[src/rtl/spi_cmd_decoder_pkg.sv]
// Shared constants for the SPI command decoder: FSM encodings, command
// byte layout and the default status byte.
package spi_cmd_decoder_pkg;

  localparam logic [2:0] ST_CMD     = 3'd0;
  localparam logic [2:0] ST_WR      = 3'd1;
  localparam logic [2:0] ST_RD_REQ  = 3'd2;
  localparam logic [2:0] ST_RD_CAP  = 3'd3;
  localparam logic [2:0] ST_RD_DATA = 3'd4;

  localparam int         CMD_RW_BIT     = 7;
  localparam logic [7:0] STATUS_DEFAULT = 8'hA5;

  // A command byte with the rw bit set opens a write burst.
  function automatic logic is_write_cmd(input logic [7:0] b);
    return b[CMD_RW_BIT];
  endfunction

endpackage

[src/rtl/spi_cmd_decoder_sync_2ff.sv]
// Generic two-flop bit synchronizer with a parameterised reset value.
module sync_2ff #(
  parameter logic RST_VAL = 1'b1
) (
  input  logic i_clk,
  input  logic i_rst,
  input  logic i_d,
  output logic o_q
);

  logic meta_q;
  logic sync_q;

  // Two back-to-back flops give metastability time before the value is used.
  always_ff @(posedge i_clk) begin
    if (i_rst) begin
      meta_q <= RST_VAL;
      sync_q <= RST_VAL;
    end else begin
      meta_q <= i_d;
      sync_q <= meta_q;
    end
  end

  assign o_q = sync_q;

endmodule

[src/rtl/spi_cmd_decoder.sv]
// Turns the spi_target RX byte stream into register-bus reads/writes and
// supplies the next byte for spi_target to shift out.
module spi_cmd_decoder
  import spi_cmd_decoder_pkg::*;
#(
  parameter int         ADDR_W   = 7,
  parameter bit         AUTO_INC = 1'b1,
  parameter logic [7:0] STATUS   = STATUS_DEFAULT
) (
  input  logic              i_clk,
  input  logic              i_rst,
  input  logic              i_ss_n,
  input  logic [7:0]        i_rx_data,
  input  logic              i_rx_valid,
  output logic [7:0]        o_tx_data,
  output logic [ADDR_W-1:0] o_reg_addr,
  output logic [7:0]        o_reg_wdata,
  output logic              o_reg_we,
  output logic              o_reg_re,
  input  logic [7:0]        i_reg_rdata,
  output logic              o_busy
);

  localparam logic [ADDR_W-1:0] ADDR_INC = ADDR_W'(AUTO_INC);

  logic              ss_sync;
  logic              ss_prev_q;
  logic              desel;
  logic [2:0]        state_q, state_d;
  logic [ADDR_W-1:0] addr_q,  addr_d;
  logic [7:0]        wdata_q, wdata_d;
  logic [7:0]        tx_q,    tx_d;
  logic              we_q,    we_d;
  logic              re_q,    re_d;
  logic              busy_q,  busy_d;

  sync_2ff #(.RST_VAL(1'b1)) u_ss_sync (
    .i_clk (i_clk),
    .i_rst (i_rst),
    .i_d   (i_ss_n),
    .o_q   (ss_sync)
  );

  // Deselect = rising edge of the synchronized chip select.
  assign desel = ss_sync & ~ss_prev_q;

  // Next-state, address and data path; deselect is applied last so that a
  // coincident byte is still processed before the frame closes.
  always_comb begin
    state_d = state_q;
    addr_d  = addr_q;
    wdata_d = wdata_q;
    tx_d    = tx_q;
    we_d    = 1'b0;
    // Post-write increment lands the cycle after the strobe.
    if (we_q) addr_d = addr_q + ADDR_INC;
    case (state_q)
      ST_CMD: begin
        if (i_rx_valid) begin
          addr_d  = i_rx_data[ADDR_W-1:0];
          state_d = is_write_cmd(i_rx_data) ? ST_WR : ST_RD_REQ;
        end
      end
      ST_WR: begin
        if (i_rx_valid) begin
          wdata_d = i_rx_data;
          we_d    = 1'b1;
        end
      end
      ST_RD_REQ: state_d = ST_RD_CAP;
      ST_RD_CAP: begin
        tx_d    = i_reg_rdata;
        state_d = ST_RD_DATA;
      end
      ST_RD_DATA: begin
        // MOSI byte is a dummy; prefetch the next location.
        if (i_rx_valid) begin
          addr_d  = addr_q + ADDR_INC;
          state_d = ST_RD_REQ;
        end
      end
      default: state_d = ST_CMD;
    endcase
    if (desel) begin
      state_d = ST_CMD;
      tx_d    = STATUS;
    end
    // Read strobe is registered so it is high exactly during RD_REQ.
    re_d   = (state_d == ST_RD_REQ);
    busy_d = (state_d != ST_CMD);
  end

  // State and output registers.
  always_ff @(posedge i_clk) begin
    if (i_rst) begin
      state_q   <= ST_CMD;
      addr_q    <= '0;
      wdata_q   <= '0;
      tx_q      <= STATUS;
      we_q      <= 1'b0;
      re_q      <= 1'b0;
      busy_q    <= 1'b0;
      ss_prev_q <= 1'b1;
    end else begin
      state_q   <= state_d;
      addr_q    <= addr_d;
      wdata_q   <= wdata_d;
      tx_q      <= tx_d;
      we_q      <= we_d;
      re_q      <= re_d;
      busy_q    <= busy_d;
      ss_prev_q <= ss_sync;
    end
  end

  assign o_tx_data   = tx_q;
  assign o_reg_addr  = addr_q;
  assign o_reg_wdata = wdata_q;
  assign o_reg_we    = we_q;
  assign o_reg_re    = re_q;
  assign o_busy      = busy_q;

endmodule

[config.mk]
export PLATFORM = sky130hd
export DESIGN_NAME = spi_cmd_decoder
export DESIGN_NICKNAME = d
export VERILOG_FILES = /design/src/rtl/spi_cmd_decoder_pkg.sv /design/src/rtl/spi_cmd_decoder_sync_2ff.sv /design/src/rtl/spi_cmd_decoder.sv
export SDC_FILE = /design/constraint.sdc
export NUM_CORES = 1
export LEC_CHECK = 0
export ABC_AREA = 1
export BUFFER_PORTS_ARGS = -buffer_cell sky130_fd_sc_hd__clkbuf_2
export CAP_MARGIN = 10
export CELL_PAD_IN_SITES_DETAIL_PLACEMENT = 1
export CELL_PAD_IN_SITES_GLOBAL_PLACEMENT = 2
export CORE_MARGIN = 4
export CORE_UTILIZATION = 27
export DETAILED_ROUTE_END_ITERATION = 16
export PLACE_DENSITY = 0.81
export SYNTH_ARGS = -nofsm -noshare
export SYNTH_HDL_FRONTEND = slang
export SYNTH_SLANG_ARGS = --single-unit
[constraint.sdc]
create_clock -name i_clk -period 1.8 [get_ports i_clk]
set_input_delay 0.18 -clock i_clk [delete_from_list [all_inputs] [get_ports i_clk]]
set_output_delay 0.18 -clock i_clk [all_outputs]
set_load 0.05 [all_outputs]
==> results by group, run 1 <==
Synth
  • Post-synth top flop: dfxtp_1
  • Ys async rst share: 0
  • Netlist Area Pre-Place: 1510 sq um
  • Mux share of post-synthesis cell area: 0
  • Xor and xnor area share after synthesis: 0.0291
  • Syn. warnings: 0
  • Synth Area in Adders: 0.00831
  • Post-synth EDFFs: 0
  • Dominant cell type by area after synthesis: dfxtp_1
  • Cells after Synth: 213
  • Post-synthesis average cell area: 7.07 sq um
  • Seq/Total Area, Yosys: 0.426
  • Post-Syn Nets: about 230
  • Complex-gate fraction of the synthesized area: 0.143
  • Synth area leaders: dfxtp_1, nand2_1, nor2_1
  • Synth Area in Simple Gates: 0.316
  • Top-area cell type share of the netlist area: 0.426
  • List of most frequent post-synthesis cells: nand2_1, dfxtp_1, nor2_1, inv_1, o21ai_0
  • Top-count cell post-synth: nand2_1
  • Yosys reg bits: 32
  • Number of distinct library cells after synthesis: 29
  • Largest family of logic cells by synthesized area: simple AND/OR/NAND/NOR gates

Die
  • Die H: 82.7 microns
  • Starting Density: 0.286
  • Full die area: 6830 sq um
  • Die width: a little over 80 microns
  • Top Ports: 46
  • Number of cell rows: 26
  • Core Area: 5270 sq um

CTS
  • Post-CTS Hold Buffers: 0
  • Cts bufs inserted: 5
  • Root Buffer: clkbuf_8
  • Number of buffers added for setup after CTS: 0
  • Clk Latency, worst-skew pair: about 0.29 ns
  • Clk sinks: 32
  • CTS tree: done
  • Max H-tree Level: 2
  • Clock tree buffer depth: 2
  • Post-cts resize count: 0
  • Clock Pin Slew Worst Setup and Hold Paths: 0.07 ns

STA
  • Worst slew margin: 0.625
  • Fin Clk Skew: 0.00677 ns
  • Setup violations, final: 0
  • Slew @ Worst Pin: 0.560 ns
  • Setup TNS: 0 ns
  • Max Freq: 703 MHz
  • Max Slew Vio Count: 0
  • Fin crit share: 0.790
  • Unrepaired setup endpoints after global routing: false
  • Minimum clock period: 1.42 ns
  • Hold Violations, Final: 0

Power
  • Cell-internal power: 1.19 mW
  • Switching share of total power: 0.349
  • Total power per unit cell area: 961 nW/um^2
  • Comb power frac: 0.241
  • Total power: 1.83 mW
  • Leak: 0.950 nW
  • Clk pwr share: 0.323
  • Sequential Power Share: 0.436
  • NetSw: 638 uW
  • IR drop worst, VDD: 0.354 mV

Global route
  • Gr usage total: 0.144
  • Largest net degree at the start of global routing: 16
  • Initial antenna violation count: 0
  • Grt ovf: 0
  • Number of global-route vias before repair: 1,609
  • First-pass GRT wire length: 7320 microns

Detailed routing
  • Routed WL: 4250 microns
  • WL/cell: roughly 13 microns
  • DRC errors left: 0
  • Vias post-DR: 1,513
  • Routed vias/inst: 4.53
  • Post-route ant nets: 0
  • First-pass detailed-route iteration total: 3
  • Drt first-iter violations: 79

Worst setup path
  • Crit path kind: reg -> reg
  • Setup crit end kind: flip-flop
  • Crit path max fanout: 5
  • Data arrival, critical path: ~1.6 ns
  • Startpoint class of the critical path: flip-flop
  • Critical path's slowest cell: dfxtp_1
  • CP peak stage delay: between 0.4 and 0.5 ns
  • Worst Path Buf+Inv: 1
  • Top delay family on crit path: simple AND/OR/NAND/NOR gates
  • CP Cell Sequence: ha_1, nand2_1, inv_1, nand2_1, xor2_1, nand2_1, nand2_1, nand2_1, nand2_1, nor2_1
  • Most frequent cell on the critical path: nand2_1
  • CP Data Required Time: 1.99 ns

Status
  • Outcome: completed

Layout
  • Ant. Diodes: 0
  • Layout Nets: 284
  • Fraction of layout cells with a size suffix above 1: 0.246
  • Area Growth Syn to Fin: 26.2%

Flow run
  • Max-cap viol count: 0

Placed design
  • Buffers added on ports: 45
  • DPL Wire Length: around 3300 microns
  • Gpl congestion: 0.756

Min path
  • Hold WC Path Type: in -> reg
kinds of logic (layout without fill, tap and decap cells):
kind of cell | count (synthesis) | count (layout)
buffers and inverters | 29 | 80
adders and majority gates | 1 | 1
xor gates and xnor gates | 5 | 5
AOI/OAI and AO/OA | 40 | 40
and+or+nand+nor | 106 | 106
DFF | 32 | 32
power groups by stage:
| stage | registers, mW | logic [mW] | clock network [mW] |
|---|---|---|---|
| final | 0.795 | 0.440 | 0.590 |
| after global routing | 0.802 | 0.492 | 0.649 |
| after detailed placement | 0.812 | 0.447 | 0 |
| after CTS | 0.796 | 0.449 | 0.612 |
| after global placement | 0.811 | 0.445 | 0 |
| after floorplan | 0.945 | 0.188 | 0 |
through the flow:
step / instances / hold slack, ns / utilization / setup slack [ns] / area [sq um]
global placement: 326 / 0.373 / 0.343 / 0.422 / 1810
global route: 334 / 0.0714 / 0.360 / 0.156 / 1900
CTS: 334 / 0.0729 / 0.360 / 0.354 / 1900
detailed placement: 326 / 0.379 / 0.343 / 0.358 / 1810
finish: 334 / 0.0746 / 0.360 / 0.377 / 1900
floorplan: 213 / 0.249 / - / 0.0765 / 1510
per-layer routing:
metal	GRT usage	wire length (microns)	vias to the layer above
li1	-	-	782
met1	0.163	1950	690
met2	0.254	2000	36
met3	0.0434	234	5
met4	0.0490	64	0
met5	0	0	-
sequential cells by signal (all words and copies together), names as in the netlist:
signal,cells
state_q,3
ss_prev_q,1
o_busy,1
o_reg_wdata,8
o_tx_data,8
o_reg_re,1
u_ss_sync.meta_q,1
o_reg_we,1
o_reg_addr,7
u_ss_sync.o_q,1
layout make-up:
| type | instances | area (sq um) |
|---|---|---|
| Clock inverter | 1 | 7.51 |
| Sequential cell | 32 | 641 |
| Multi-Input combinational cell | 152 | 747 |
| Timing Repair Buffer | 46 | 233 |
| Tap cell | 70 | 87.6 |
| Fill cell | 704 | 3370 |
| Clock buffer | 7 | 86.3 |
| Inverter | 26 | 97.6 |
placed cells by master, fill, tap and decap left out:
| cell type | n |
|---|---|
| a31oi_1 | 1 |
| clkinvlp_4 | 1 |
| clkbuf_1 | 1 |
| a21oi_1 | 7 |
| or2_2 | 2 |
| o211ai_1 | 2 |
| nand3b_1 | 1 |
| dfxtp_1 | 32 |
| nand3_1 | 15 |
| xor2_1 | 4 |
| a211oi_1 | 1 |
| inv_1 | 23 |
| nor2_4 | 2 |
| nand2_1 | 48 |
| clkbuf_8 | 6 |
| inv_2 | 3 |
| o21bai_1 | 1 |
| nor2_1 | 32 |
| nor3_4 | 1 |
| nand4_1 | 1 |
| nor2_2 | 1 |
| o21ai_0 | 23 |
| clkbuf_2 | 45 |
| nor3_1 | 1 |
| xnor2_1 | 1 |
| buf_4 | 1 |
| o21ai_1 | 4 |
| ha_1 | 1 |
| a31o_2 | 1 |
| nand2_4 | 1 |
| nand4_2 | 1 |
worst register-to-register path, delay by kind of cell (launching register included):
kind | cells | cell delay (ns)
and+or+nand+nor | 7 | 0.45
DFF | 1 | 0.43
adders and majority gates | 1 | 0.22
xor gates and xnor gates | 1 | 0.14
buffers and inverters | 1 | 0.08
final timing paths:
kind                     from  depth (start not counted)  slack [ns]               end
max             o_reg_addr[0]                         10        0.38     o_reg_addr[4]
min                    i_ss_n                          2        0.07  u_ss_sync.meta_q
max reg2reg     o_reg_addr[0]                         10        0.38     o_reg_addr[4]
min reg2reg  u_ss_sync.meta_q                          1        0.41     u_ss_sync.o_q
Note: power is estimated with default switching activity, not from simulation.
==> run 2: changes to the inputs <==
Settings changed: ABC_AREA 1 to 0, CORE_UTILIZATION 27 to 26, PLACE_DENSITY 0.81 to 0.78.
Clock period 1.8 ns to 1.3 ns, I/O delays scaled along.
==> results by group, run 2 <==
Status
  • Outcome: complete, but fails checks (was completed)
  • Violated checks: negative setup slack

CTS
  • Clock tree buffer depth: 2 (unchanged)
  • CTS tree: done (unchanged)
  • Clock Pin Slew Worst Setup and Hold Paths: 0.07 ns (about the same)
  • Clk sinks: 32 (unchanged)
  • Max H-tree Level: 2 (unchanged)
  • Cts bufs inserted: 5 (unchanged)
  • Clk Latency, worst-skew pair: 0.28 ns (was 0.29 ns)
  • Root Buffer: clkbuf_8 (unchanged)
  • Post-CTS Hold Buffers: 0 (unchanged)

Die
  • Full die area: 7220 sq um (was 6830 sq um)
  • Core Area: 5640 sq um (was 5270 sq um)
  • Die width: 85.0 microns (was 82.7 microns)
  • Die H: 85.0 microns (was 82.7 microns)
  • Starting Density: 0.273 (was 0.286)
  • Top Ports: 46 (unchanged)
  • Number of cell rows: 27 (was 26)

Synth
  • Synth area leaders: dfxtp_1, nand2_1, a21oi_1 (was dfxtp_1, nand2_1, nor2_1)
  • Post-synth EDFFs: 0 (unchanged)
  • Number of distinct library cells after synthesis: 46 (was 29)
  • List of most frequent post-synthesis cells: nand2_1, dfxtp_1, a21oi_1, nand3_1, nor2_1 (was nand2_1, dfxtp_1, nor2_1, inv_1, o21ai_0)
  • Netlist Area Pre-Place: 1540 sq um (was 1510 sq um)
  • Seq/Total Area, Yosys: 0.416 (was 0.426)
  • Yosys reg bits: 32 (unchanged)
  • Top-count cell post-synth: nand2_1 (unchanged)
  • Top-area cell type share of the netlist area: 0.416 (was 0.426)
  • Post-Syn Nets: 206 (was 234)
  • Cells after Synth: 185 (was 213)
  • Syn. warnings: 0 (unchanged)
  • Ys async rst share: 0 (unchanged)
  • Post-synthesis average cell area: 8.33 sq um (was 7.07 sq um)
  • Dominant cell type by area after synthesis: dfxtp_1 (unchanged)
  • Post-synth top flop: dfxtp_1 (unchanged)

Worst setup path
  • Worst r2r dst: o_reg_addr[5] (was o_reg_addr[4])
  • RR Startpoint: state_q[0] (was o_reg_addr[0])
  • Reg2reg setup slack: -0.05 ns (was 0.38 ns)
  • Data arrival, critical path: 1.56 ns (was 1.61 ns)
  • Setup crit end kind: flip-flop (unchanged)
  • Crit path max fanout: 6 (was 5)
  • Worst reg2reg path depth: 5 (was 10)
  • Crit path kind: reg -> reg (unchanged)
  • CP Data Required Time: 1.51 ns (was 1.99 ns)
  • Startpoint class of the critical path: flip-flop (unchanged)

Global route
  • Initial antenna violation count: 0 (unchanged)
  • Number of global-route vias before repair: 1,602 (was 1,609)
  • Grt ovf: 0 (unchanged)
  • Gr usage total: 0.136 (was 0.144)
  • Largest net degree at the start of global routing: 12 (was 16)
  • First-pass GRT wire length: 7950 microns (was 7320 microns)

STA
  • Setup WS post-layout: -0.0494 ns (was 0.377 ns)
  • Slew @ Worst Pin: 0.378 ns (was 0.560 ns)
  • Setup TNS: -0.0608 ns (was 0 ns)
  • Minimum clock period: 1.35 ns (was 1.42 ns)
  • Unrepaired setup endpoints after global routing: true (was false)
  • Fin crit share: 1.04 (was 0.790)
  • Hold Violations, Final: 0 (unchanged)
  • Fin Clk Skew: 0.00520 ns (was 0.00677 ns)
  • Worst slew margin: 0.746 (was 0.625)
  • Max Slew Vio Count: 0 (unchanged)
  • Setup violations, final: 2 (was 0)
  • Max Freq: 741 MHz (was 703 MHz)

Detailed routing
  • Routed vias/inst: 4.72 (was 4.53)
  • Post-route ant nets: 0 (unchanged)
  • WL/cell: 14.7 microns (was 12.7 microns)
  • Routed WL: 4920 microns (was 4250 microns)
  • First-pass detailed-route iteration total: 4 (was 3)
  • Vias post-DR: 1,582 (was 1,513)
  • Drt first-iter violations: 87 (was 79)
  • DRC errors left: 0 (unchanged)

Power
  • Leak: 0.958 nW (was 0.950 nW)
  • Total power: 2.74 mW (was 1.83 mW)
  • IR drop worst, VDD: 0.425 mV (was 0.354 mV)
  • Total power per unit cell area: 1190 nW/um^2 (was 961 nW/um^2)

Placed design
  • Gpl congestion: 0.760 (was 0.756)
  • Placed insts: 321 (was 326)
  • Dpl ws: -0.157 ns (was 0.358 ns)
  • Buffers added on ports: 45 (unchanged)
  • DPL Wire Length: 3650 microns (was 3280 microns)

Layout
  • Ant. Diodes: 0 (unchanged)
  • Footprint of the multi-input gates: 895 sq um (was 747 sq um)
  • Layout Nets: 283 (was 284)
  • Non-Filler Instances: 335 (was 334)
  • Fraction of layout cells with a size suffix above 1: 0.468 (was 0.246)
  • Sequential Area: 671 sq um (was 641 sq um)
  • Commonest non-fill, non-tap cells in the layout: clkbuf_2, nand2_1, buf_4 (was nand2_1, clkbuf_2, nor2_1, dfxtp_1)
  • Most common cell after layout, fill and taps aside: clkbuf_2 (was nand2_1)
  • Area Growth Syn to Fin: 49.2% (was 26.2%)
  • Fill cells: 699 (was 704)

Min path
  • Hold endpoint: u_ss_sync.meta_q (unchanged)
  • Worst hold start: i_ss_n (unchanged)
  • Hold WC Path Type: in -> reg (unchanged)
  • Worst hold path depth: 2 (unchanged)

Flow run
  • Max-cap viol count: 0 (unchanged)
-- run 2: area by class of cell --
class	count	area share
Clock buffer	5	0.0299
Multi-Input combinational cell	138	0.389
Sequential cell	32	0.292
Tap cell	72	0.0392
Inverter	1	0.00163
Timing Repair Buffer	84	0.230
Clock inverter	3	0.0180
-- run 2: critical path, stage by stage (launching register included) --
cell     delay (ns)
dfxtp_4        0.38
buf_6          0.12
nor3_4         0.13
nand2_1        0.10
or4_4          0.43
a41oi_2        0.13
-- run 2: worst max-delay path by stage --
stage | start | end | slack, ns | depth (start not counted)
2_1_floorplan | state_q[1] | o_reg_addr[0] | -0.14 | 6
3_3_place_gp | state_q[1] | o_reg_addr[0] | -0.09 | 4
3_5_place_dp | state_q[0] | o_reg_re | -0.16 | 6
4_1_cts | state_q[0] | o_reg_addr[5] | -0.05 | 5
5_1_grt | state_q[0] | o_reg_addr[5] | -0.10 | 5
6_report | state_q[0] | o_reg_addr[5] | -0.05 | 5
-- run 2: kinds of logic (layout without fill, tap and decap cells) --
| group | count (synthesis) | in the layout | share of synthesized area |
|---|---|---|---|
| simple gates | 86 | 86 | 0.275 |
| compound gates | 41 | 41 | 0.186 |
| flops | 32 | 32 | 0.416 |
| buf+inv | 15 | 93 | 0.0512 |
| xor+xnor | 7 | 7 | 0.0398 |
| mux | 3 | 3 | 0.0236 |
| fa+ha+maj | 1 | 1 | 0.00812 |
-- run 2: through the flow --
| step | hold slack, ns | util | cell area, sq um |
|---|---|---|---|
| floorplan | 0.234 | - | 1610 |
| finish | 0.0217 | 0.407 | 2300 |
| global placement | 0.314 | 0.369 | 2080 |
| detailed placement | 0.316 | 0.369 | 2080 |
| global route | 0.0271 | 0.407 | 2300 |
| CTS | 0.0129 | 0.397 | 2240 |
-- run 2: metal layers --
metal,track usage,vias up,share of wire
met2,0.229,25,0.51
met4,0.0432,0,0.010
met3,0.0272,5,0.032
met5,0,-,0
met1,0.175,758,0.45
li1,-,794,-
-- run 2: what timing repair did --
action / 4_1_cts / 5_1_grt
setup endpoints to repair: 24 / 21
cloned: 0 / 0
gates resized for setup: 7 / 11
setup buffers: 4 / 2
pin swaps: 3 / 6
-- run 2: power by group --
part           switching, mW  internal, mW  total [mW]
logic                  0.391         0.278       0.669
clock network          0.392         0.568       0.961
registers             0.0728          1.04        1.11
==> run 3: changes to the inputs <==
Settings changed: CORE_MARGIN 4 to 1.
==> results by group, run 3 (synthesized netlist as in run 2, its figures left out) <==
Die
  • Number of cell rows: 27 (unchanged)
  • Die H: 79.0 microns (was 85.0 microns)
  • Full die area: 6240 sq um (was 7220 sq um)
  • Die width: 79.0 microns (was 85.0 microns)
  • Top Ports: 46 (unchanged)
  • Core Area: 5610 sq um (was 5640 sq um)
  • Starting Density: 0.275 (was 0.273)

CTS
  • Max H-tree Level: 2 (unchanged)
  • Cts bufs inserted: 5 (unchanged)
  • Clock tree buffer depth: 2 (unchanged)
  • Clock Pin Slew Worst Setup and Hold Paths: 0.08 ns (was 0.07 ns)
  • Root Buffer: clkbuf_8 (unchanged)
  • Clk Latency, worst-skew pair: 0.28 ns (about the same)
  • Clk sinks: 32 (unchanged)
  • CTS tree: done (unchanged)
  • Post-CTS Hold Buffers: 0 (unchanged)

Worst setup path
  • Top delay family on crit path: flip-flops (was simple AND/OR/NAND/NOR gates)
  • CP Cell Sequence: nor2_4, and2_4, mux2_4, a2111oi_4 (was buf_6, nor3_4, nand2_1, or4_4, a41oi_2)
  • Startpoint class of the critical path: flip-flop (unchanged)
  • Crit path kind: reg -> reg (unchanged)
  • Crit path max fanout: 5 (was 6)
  • CP peak stage delay: 0.38 ns (was 0.43 ns)
  • Data arrival, critical path: 1.50 ns (was 1.56 ns)
  • Worst Path Buf+Inv: 0 (was 1)
  • CP Data Required Time: 1.47 ns (was 1.51 ns)
  • Critical path's slowest cell: dfxtp_4 (was or4_4)
  • Setup crit end kind: flip-flop (unchanged)

Detailed routing
  • Drt first-iter violations: 45 (was 87)
  • Vias post-DR: 1,519 (was 1,582)
  • First-pass detailed-route iteration total: 4 (unchanged)
  • Post-route ant nets: 0 (unchanged)
  • WL/cell: 13.0 microns (was 14.7 microns)
  • Routed vias/inst: 4.66 (was 4.72)
  • Routed WL: 4240 microns (was 4920 microns)
  • DRC errors left: 0 (unchanged)

Layout
  • Most common cell after layout, fill and taps aside: clkbuf_2 (unchanged)
  • Area Growth Syn to Fin: 45.2% (was 49.2%)
  • Layout Nets: 274 (was 283)
  • Commonest non-fill, non-tap cells in the layout: clkbuf_2, nand2_1, buf_4 (unchanged)
  • Fraction of layout cells with a size suffix above 1: 0.469 (was 0.468)
  • Non-Filler Instances: 326 (was 335)
  • Ant. Diodes: 0 (unchanged)

Global route
  • Gr usage total: 0.148 (was 0.136)
  • Largest net degree at the start of global routing: 13 (was 12)
  • Grt ovf: 0 (unchanged)
  • Initial antenna violation count: 0 (unchanged)
  • First-pass GRT wire length: 7300 microns (was 7950 microns)
  • Number of global-route vias before repair: 1,560 (was 1,602)

Status
  • Violated checks: negative setup slack (unchanged)
  • Outcome: complete, but fails checks (unchanged)

STA
  • Hold Violations, Final: 0 (unchanged)
  • Max Freq: 751 MHz (was 741 MHz)
  • Max Slew Vio Count: 0 (unchanged)
  • Slew @ Worst Pin: 0.329 ns (was 0.378 ns)
  • Fin Clk Skew: 0.00801 ns (was 0.00520 ns)
  • Setup WS post-layout: -0.0312 ns (was -0.0494 ns)
  • Worst slew margin: 0.778 (was 0.746)
  • Unrepaired setup endpoints after global routing: true (unchanged)
  • Setup violations, final: 1 (was 2)
  • WHS: 0.0304 ns (was 0.0217 ns)
  • Fin crit share: 1.02 (was 1.04)
  • Minimum clock period: 1.33 ns (was 1.35 ns)

Power
  • Total power per unit cell area: 1130 nW/um^2 (was 1190 nW/um^2)
  • Leak: 0.897 nW (was 0.958 nW)
  • IR drop worst, VDD: 0.432 mV (was 0.425 mV)

Placed design
  • Buffers added on ports: 45 (unchanged)
  • Gpl congestion: 0.743 (was 0.760)
  • DPL Wire Length: 3260 microns (was 3650 microns)
  • Placed insts: 316 (was 321)

Flow run
  • Max-cap viol count: 0 (unchanged)

Min path
  • Hold WC Path Type: in -> reg (unchanged)
-- run 3: changes by cell type in the layout (fill, tap and decap cells not counted), sizes merged --
cell      delta
bufinv       -1
clkinvlp     +2
buf          -9
inv          -1
-- run 3: per-stage QoR --
stage / setup TNS (ns) / area, sq um / utilization / worst slack [ns] / total power [mW]
floorplan: -0.337 / 1610 / - / -0.141 / 1.53
global placement: -0.466 / 2060 / 0.367 / -0.0813 / 1.73
detailed placement: -0.892 / 2060 / 0.367 / -0.121 / 1.73
CTS: -0.0328 / 2190 / 0.390 / -0.0328 / 2.55
global route: -0.302 / 2240 / 0.399 / -0.0891 / 2.67
finish: -0.0312 / 2240 / 0.399 / -0.0312 / 2.52
-- run 3: cell type report --
cell class	count	area, sq um
clock buffers	5	68.8
clock inverters	3	23.8
fillers	701	3370
inverters	1	3.75
multi-input cells	138	907
flip-flops and latches	32	673
well taps	72	90.1
repair buffers	75	469
-- run 3: worst paths after layout --
path	start	to	slack, ns	cells after the start
setup / recovery	state_q[1]	o_reg_addr[0]	-0.03	4
hold / removal	i_ss_n	u_ss_sync.meta_q	0.03	2
setup reg to reg	state_q[1]	o_reg_addr[0]	-0.03	4
hold reg to reg	u_ss_sync.meta_q	u_ss_sync.o_q	0.42	1
-- run 3: timing repair --
item | 4_1_cts | 5_1_grt
buffers inserted | 2 | 0
pin swaps | 1 | 1
endpoints found under the setup margin | 16 | 20
gates resized for setup | 6 | 18
-- run 3: power by group --
group	total (mW)	internal, mW	switching, mW
registers	1.11	1.04	0.0714
clock network	0.784	0.379	0.405
logic	0.624	0.254	0.370
-- run 3: per-layer routing --
layer / global-route usage / routed length, microns
met1: 0.188 / 1980
met2: 0.251 / 2050
met3: 0.0356 / 192
met4: 0.0382 / 15
met5: 0 / 0
-- run 3: worst register-to-register path, stage by stage (launching register included) --
cell and delay [ns]:
dfxtp_4 0.38, nor2_4 0.11, and2_4 0.15, mux2_4 0.30, a2111oi_4 0.28
